$ cat config.mk
export PLATFORM = sky130hd
export DESIGN_NAME = adder_word
export DESIGN_NICKNAME = d
export VERILOG_FILES = /design/src/rtl/adder_word.sv
export SDC_FILE = /design/constraint.sdc
export NUM_CORES = 1
export LEC_CHECK = 0
export BUFFER_PORTS_ARGS = -buffer_cell sky130_fd_sc_hd__buf_2
export CAP_MARGIN = 20
export CORE_AREA = 2 2 82 84
export DETAILED_ROUTE_END_ITERATION = 6
export DIE_AREA = 0 0 84 86
export HOLD_SLACK_MARGIN = 0.02
export PLACE_DENSITY_LB_ADDON = 0.25
export SLEW_MARGIN = 20
export SYNTH_ARGS = -nofsm -noshare
export SYNTH_HDL_FRONTEND = slang
export SYNTH_SLANG_ARGS = --single-unit
$ cat constraint.sdc
create_clock -name clk -period 3.6 [get_ports clk]
set_input_delay 0.72 -clock clk [delete_from_list [all_inputs] [get_ports clk]]
set_output_delay 0.72 -clock clk [all_outputs]
set_load 0.05 [all_outputs]
$ cat src/rtl/adder_word.sv
// 32-bit carry-lookahead word adder: combinational sum/carry plus a one-stage registered copy.
// Define ADDER_WORD_FLAGS_EN to add zero/negative/overflow flags and their registered copies.
module adder_word #(
  parameter int WIDTH = 32
) (
  input  logic             clk,
  input  logic             rst,
  input  logic [WIDTH-1:0] a,
  input  logic [WIDTH-1:0] b,
  input  logic             carry_in,
  output logic [WIDTH-1:0] sum,
  output logic             carry_out,
  input  logic             in_valid,
  output logic [WIDTH-1:0] sum_q,
  output logic             carry_out_q,
  output logic             out_valid
`ifdef ADDER_WORD_FLAGS_EN
  ,
  output logic             zero,
  output logic             negative,
  output logic             overflow,
  output logic             zero_q,
  output logic             negative_q,
  output logic             overflow_q
`endif
);

  localparam int GROUPS = WIDTH / 4;

  logic [WIDTH-1:0]  bit_g;
  logic [WIDTH-1:0]  bit_p;
  logic [WIDTH-1:0]  bit_c;
  logic [GROUPS-1:0] grp_g;
  logic [GROUPS-1:0] grp_p;
  logic [GROUPS:0]   grp_c;

  assign bit_g = a & b;
  assign bit_p = a ^ b;

  // Each 4-bit group derives its internal carries directly from the group carry-in.
  genvar gi;
  generate
    for (gi = 0; gi < GROUPS; gi++) begin : g_group
      logic [3:0] g4;
      logic [3:0] p4;
      logic [3:0] c4;
      logic       cin;

      assign g4  = bit_g[4*gi +: 4];
      assign p4  = bit_p[4*gi +: 4];
      assign cin = grp_c[gi];

      assign c4[0] = cin;
      assign c4[1] = g4[0] | (p4[0] & cin);
      assign c4[2] = g4[1] | (p4[1] & g4[0]) | (p4[1] & p4[0] & cin);
      assign c4[3] = g4[2] | (p4[2] & g4[1]) | (p4[2] & p4[1] & g4[0])
                   | (p4[2] & p4[1] & p4[0] & cin);

      assign grp_g[gi] = g4[3] | (p4[3] & g4[2]) | (p4[3] & p4[2] & g4[1])
                       | (p4[3] & p4[2] & p4[1] & g4[0]);
      assign grp_p[gi] = &p4;

      assign bit_c[4*gi +: 4] = c4;
    end
  endgenerate

  // Group carries ripple from carry_in using group generate/propagate.
  always_comb begin
    grp_c[0] = carry_in;
    for (int i = 0; i < GROUPS; i++) begin
      grp_c[i+1] = grp_g[i] | (grp_p[i] & grp_c[i]);
    end
  end

  assign sum       = bit_p ^ bit_c;
  assign carry_out = grp_c[GROUPS];

  always_ff @(posedge clk) begin
    if (rst) begin
      sum_q       <= '0;
      carry_out_q <= 1'b0;
      out_valid   <= 1'b0;
    end else if (in_valid) begin
      sum_q       <= sum;
      carry_out_q <= carry_out;
      out_valid   <= 1'b1;
    end else begin
      out_valid   <= 1'b0;
    end
  end

`ifdef ADDER_WORD_FLAGS_EN
  // Signed overflow: carry into the sign bit differs from carry out of it.
  assign zero     = ~|sum;
  assign negative = sum[WIDTH-1];
  assign overflow = bit_c[WIDTH-1] ^ carry_out;

  always_ff @(posedge clk) begin
    if (rst) begin
      zero_q     <= 1'b0;
      negative_q <= 1'b0;
      overflow_q <= 1'b0;
    end else if (in_valid) begin
      zero_q     <= zero;
      negative_q <= negative;
      overflow_q <= overflow;
    end
  end
`endif

endmodule

Word level (Yosys, flattened, before mapping)
Cells that the tools add are included.

Register bits after elaboration: 34. Input bits: 68. Output and inout bits: 67. Word-level logic and storage cells: 215.

Mux-type cells: 1. Bitwise operators: 203. Reductions and logical operators: 8.

Operator list (count): AND 1 bit (120); OR 1 bit (80); bitwise XOR 32 bit (2); AND 32 bit (1); AND reduction 4 bit (8); two-way mux 1 bit (1).

Logic depth before layout (Yosys ltp)
Word-level depth: 21. Gate-level depth with buffers: 12.

Worst setup path before layout
OpenSTA, ideal clock, no wires.

Kind: in2out. Start point: input a[5]. End point: output sum[25]. Arrival: 3505 ps. Required time: 2880 ps. Path slack: -625 ps. Stages: 10. Buffers on the path: 0. Cell sequence: ha_1 > a21oi_1 > o21ai_1 > a221oi_2 > nand3_1 > a41oi_1 > o21bai_1 > a21o_1 > fa_1 > xor2_1.

Longest elaborated chain between the ends: 16. Elaborated cells on any way between the ends: 21.

RTL lines: start, declared (RTL line 8) `input logic [WIDTH-1:0] a,`; AND 32 bit / bitwise XOR 32 bit (equally long branches) (RTL line 37, 38); AND 1 bit, on equally long branches (RTL line 59, 60); OR 1 bit / AND 1 bit (equally long branches) (RTL line 59, 60); OR 1 bit (RTL line 60) `| (p4[3] & p4[2] & p4[1] & g4[0]);`; OR 1 bit * (RTL line 71) `grp_c[i+1] = grp_g[i] | (grp_p[i] & grp_c[i]);`; AND 1 bit * (RTL line 71); OR 1 bit * (RTL line 71); AND 1 bit * (RTL line 71); OR 1 bit * (RTL line 71); AND 1 bit * (RTL line 71); OR 1 bit * (RTL line 71); AND 1 bit * (RTL line 71); OR 1 bit * (RTL line 71); AND 1 bit * (RTL line 54) `assign c4[1] = g4[0] | (p4[0] & cin);`; OR 1 bit * (RTL line 54); bitwise XOR 32 bit * (RTL line 75) `assign sum = bit_p ^ bit_c;`; end, declared (RTL line 11) `output logic [WIDTH-1:0] sum,`.

Every way passes the cells marked *; elsewhere a longest branch is shown, timed or not.

Worst setup path in the final report
Start point: input b[21]. End point: output sum[29].

Longest elaborated chain between the ends: 10. Elaborated cells on any way between the ends: 15.

RTL lines: start, declared (RTL line 9) `input logic [WIDTH-1:0] b,`; AND 32 bit / bitwise XOR 32 bit (equally long branches) (RTL line 37, 38); AND 1 bit, on equally long branches (RTL line 59, 60); OR 1 bit / AND 1 bit (equally long branches) (RTL line 59, 60); OR 1 bit (RTL line 60); OR 1 bit * (RTL line 71); AND 1 bit * (RTL line 71); OR 1 bit * (RTL line 71); AND 1 bit * (RTL line 54); OR 1 bit * (RTL line 54); bitwise XOR 32 bit * (RTL line 75).

Marked as above.

==> results.toml <==
[global_route]
grt_util_met1_pct = 23.4
use_met3_pct = 4.04
gr-usage-all-layers_pct = 21.2
grt_max_degree = 40
grt_pass1_vias = 2898
grt-ovfl-total = 0
busiest_layer = "met2"
grt_util_met2_pct = 41.7
grt_pass1_wl_um = 12600
antenna_found_initial = 0

[status]
violations = "negative setup slack"
status = "finished with violations"

[timing]
post-route-min-period_ns = 3.69
tightest_slew_ns = 0.730
setup_viol = 5
hold_viol = 0
finalCritPeriodShare_pct = 102
final.setup.tns_ns = -0.278
post-route-worst-setup-slack_ns = -0.0895
maxSlewViolCount = 0
fin_hold_ws_ns = 0.466
grt_setup_unrepaired = "yes"
fmax_mhz = 271
maxSlewHeadroom_pct = 51.4
clock_skew_ns = 0

[yosys]
syn_inst = 279
yosysWarnings = 0
synthTopCellsByArea = "dfxtp_1 (27%), ha_1 (16%), mux2i_1 (11%), fa_1 (6.3%), nor2_1 (5.2%)"
yosys.area.top_type = "dfxtp_1"
yosysUniqueCellTypes = 43
syn-num-nets = 387
syn_avg_cell_area_um2 = 9.13
seq_area_frac_synth_pct = 26.7
synth_seq_cells = 34
async_flop_share_pct = 0
syn_area_mm2 = 0.00255
synth-edff-count = 0
ys.flop_type = "dfxtp_1"
synth_top_area_share_pct = 26.7

[detailed_routing]
drc_errors = 0
vias_per_cell = 5.03
drt_pass1_iterations = 5
num_vias = 2782
drt_iter0_drc = 55
ant_nets = 0
wl_per_cell_um = 14.4
wl_um = 7940

[setup_path]
cp_data_required_time_ns = 2.88
crit_type = "in -> out"
crit_fanout = 4
end_kind = "output port"
timing.reg2reg.setup_slack_ns = 2.73
critPathLaunchType = "primary input"
crit_arrival_ns = 2.97

[clocking]
htreeDepth = 2
cts_buffers = 5
clk_pin_slew_worst_paths_ns = 0.07
tritoncts = "done"
cts_buffer_depth = 2
clock_latency_ns = 0.27
root_buffer = "clkbuf_8"
cts.sinks = 34

[floorplanning]
io_pins = 135
core_area_mm2 = 0.00628
die_h_um = 86
start_util_pct = 40.6
num_rows = 29
dieArea_mm2 = 0.00722
die_x_um = 84

[power_and_ir_drop]
ir_drop_v = 0.000258
pwr-share-clk_pct = 15.3
p_int_uw = 1000
p_per_area_mw_per_mm2 = 436
combPwrFrac_pct = 61.8
swShare_pct = 47.6
p_sw_uw = 911
p_leak_uw = 0.00224
pwr-share-seq_pct = 22.9
finalPower_uw = 1910

[layout]
fin_cells = 553
fill_cells = 496
finalNetCount = 583
final_common_cell = "buf_2"
layout-drive-gt1-share_pct = 55.0
diodes = 0
syn2layout_area_growth_pct = 72.4
final_cell_mix = "buf_2 (112), buf_4 (67), nor2_1 (34), dfxtp_1 (34), mux2i_1 (27)"

[place]
dp.cells = 536
portBuffers = 134
hpwlAfterDp_um = 5940
place_congestion = 0.839

[job]
cap_violations = 0

[min_path]
hold_path.class = "reg -> reg"
==> metrics by stage <==
stage / setup WS, ns / instance area [µm²] / utilization [%]
after floorplan: -0.0390 / 2710 / -
after global placement: -0.372 / 3860 / 61.5
after detailed placement: -0.400 / 3860 / 61.5
after CTS: -0.161 / 4170 / 66.4
after global routing: -0.192 / 4390 / 69.9
final: -0.0895 / 4390 / 69.9
==> registers in the layout, indices dropped and copies added, names as in the netlist <==
| name | flops |
|---|---|
| carry_out_q | 1 |
| out_valid | 1 |
| sum_q | 32 |
==> critical path, stage by stage <==
cell      delay [ns]
buf_6           0.10
ha_4            0.23
a21o_1          0.19
a21o_1          0.16
a21o_1          0.15
a21o_1          0.18
a21oi_4         0.16
o221ai_4        0.15
a21o_1          0.21
fa_2            0.38
xor2_4          0.16
buf_6           0.18
==> final cells by class <==
class / instances / area (µm²) / share of cell area, %
well taps: 77 / 96.3 / 2.19
multi-input cells: 222 / 2190 / 49.9
flip-flops and latches: 34 / 681 / 15.5
inverters: 14 / 52.6 / 1.20
clock inverters: 1 / 5.00 / 0.114
clock buffers: 7 / 86.3 / 1.97
repair buffers: 198 / 1280 / 29.1
==> synth_stat cells, drive strengths merged (2+ instances only) <==
library cell	instances
nor2	35
dfxtp	34
ha	32
mux2i	27
a21oi	17
inv	14
xor2	13
a21o	11
nand2	11
o21ai	9
fa	8
xnor2	8
clkbuf	7
nand3	5
o21bai	5
nor2b	4
o21a	4
or3	4
a211oi	3
and3	2
buf	2
nand2b	2
nand4	2
nor3	2
nor3b	2
nor4bb	2
==> per-layer routing <==
metal / up-vias / wire (µm)
met2: 84 / 4380
li1: 1372 / -
met3: 4 / 384
met4: 0 / 55
met5: - / 0
met1: 1322 / 3120
==> repair_timing <==
item,4_1_cts,5_1_grt
endpoints found under the hold margin,0,0
resized for setup,48,40
pin swaps,26,23
setup buffers,6,3
setup endpoints to repair,18,21
hold buffers,0,0
==> logic make-up after synthesis <==
kind of cell	count (synthesis)	share of synthesized area, %
AND/OR/NAND/NOR	77	14.8
XOR/XNOR	21	7.22
AO/OA/AOI/OAI	57	15.2
buffers and inverters	23	3.39
multiplexers	27	10.6
flip-flops	34	26.7
adder cells (fa/ha/maj)	40	22.0
==> path summary, 6_finish.rpt <==
path | cells after the start | to | from
max | 12 | sum[29] | b[21]
min | 2 | sum_q[15]$_SDFFE_PP0P_ | sum_q[15]$_SDFFE_PP0P_
max reg2reg | 2 | sum_q[31]$_SDFFE_PP0P_ | sum_q[31]$_SDFFE_PP0P_
min reg2reg | 2 | sum_q[15]$_SDFFE_PP0P_ | sum_q[15]$_SDFFE_PP0P_
==> power groups by stage <==
| stage | Clock, µW | Combinational (µW) | Sequential (µW) |
|---|---|---|---|
| detailed placement | 0 | 1050 | 446 |
| floorplan | 0 | 607 | 594 |
| global route | 320 | 1250 | 444 |
| global placement | 0 | 1030 | 445 |
| CTS | 306 | 1120 | 438 |
| finish | 292 | 1180 | 439 |
Note: power is estimated with default switching activity, not from simulation.
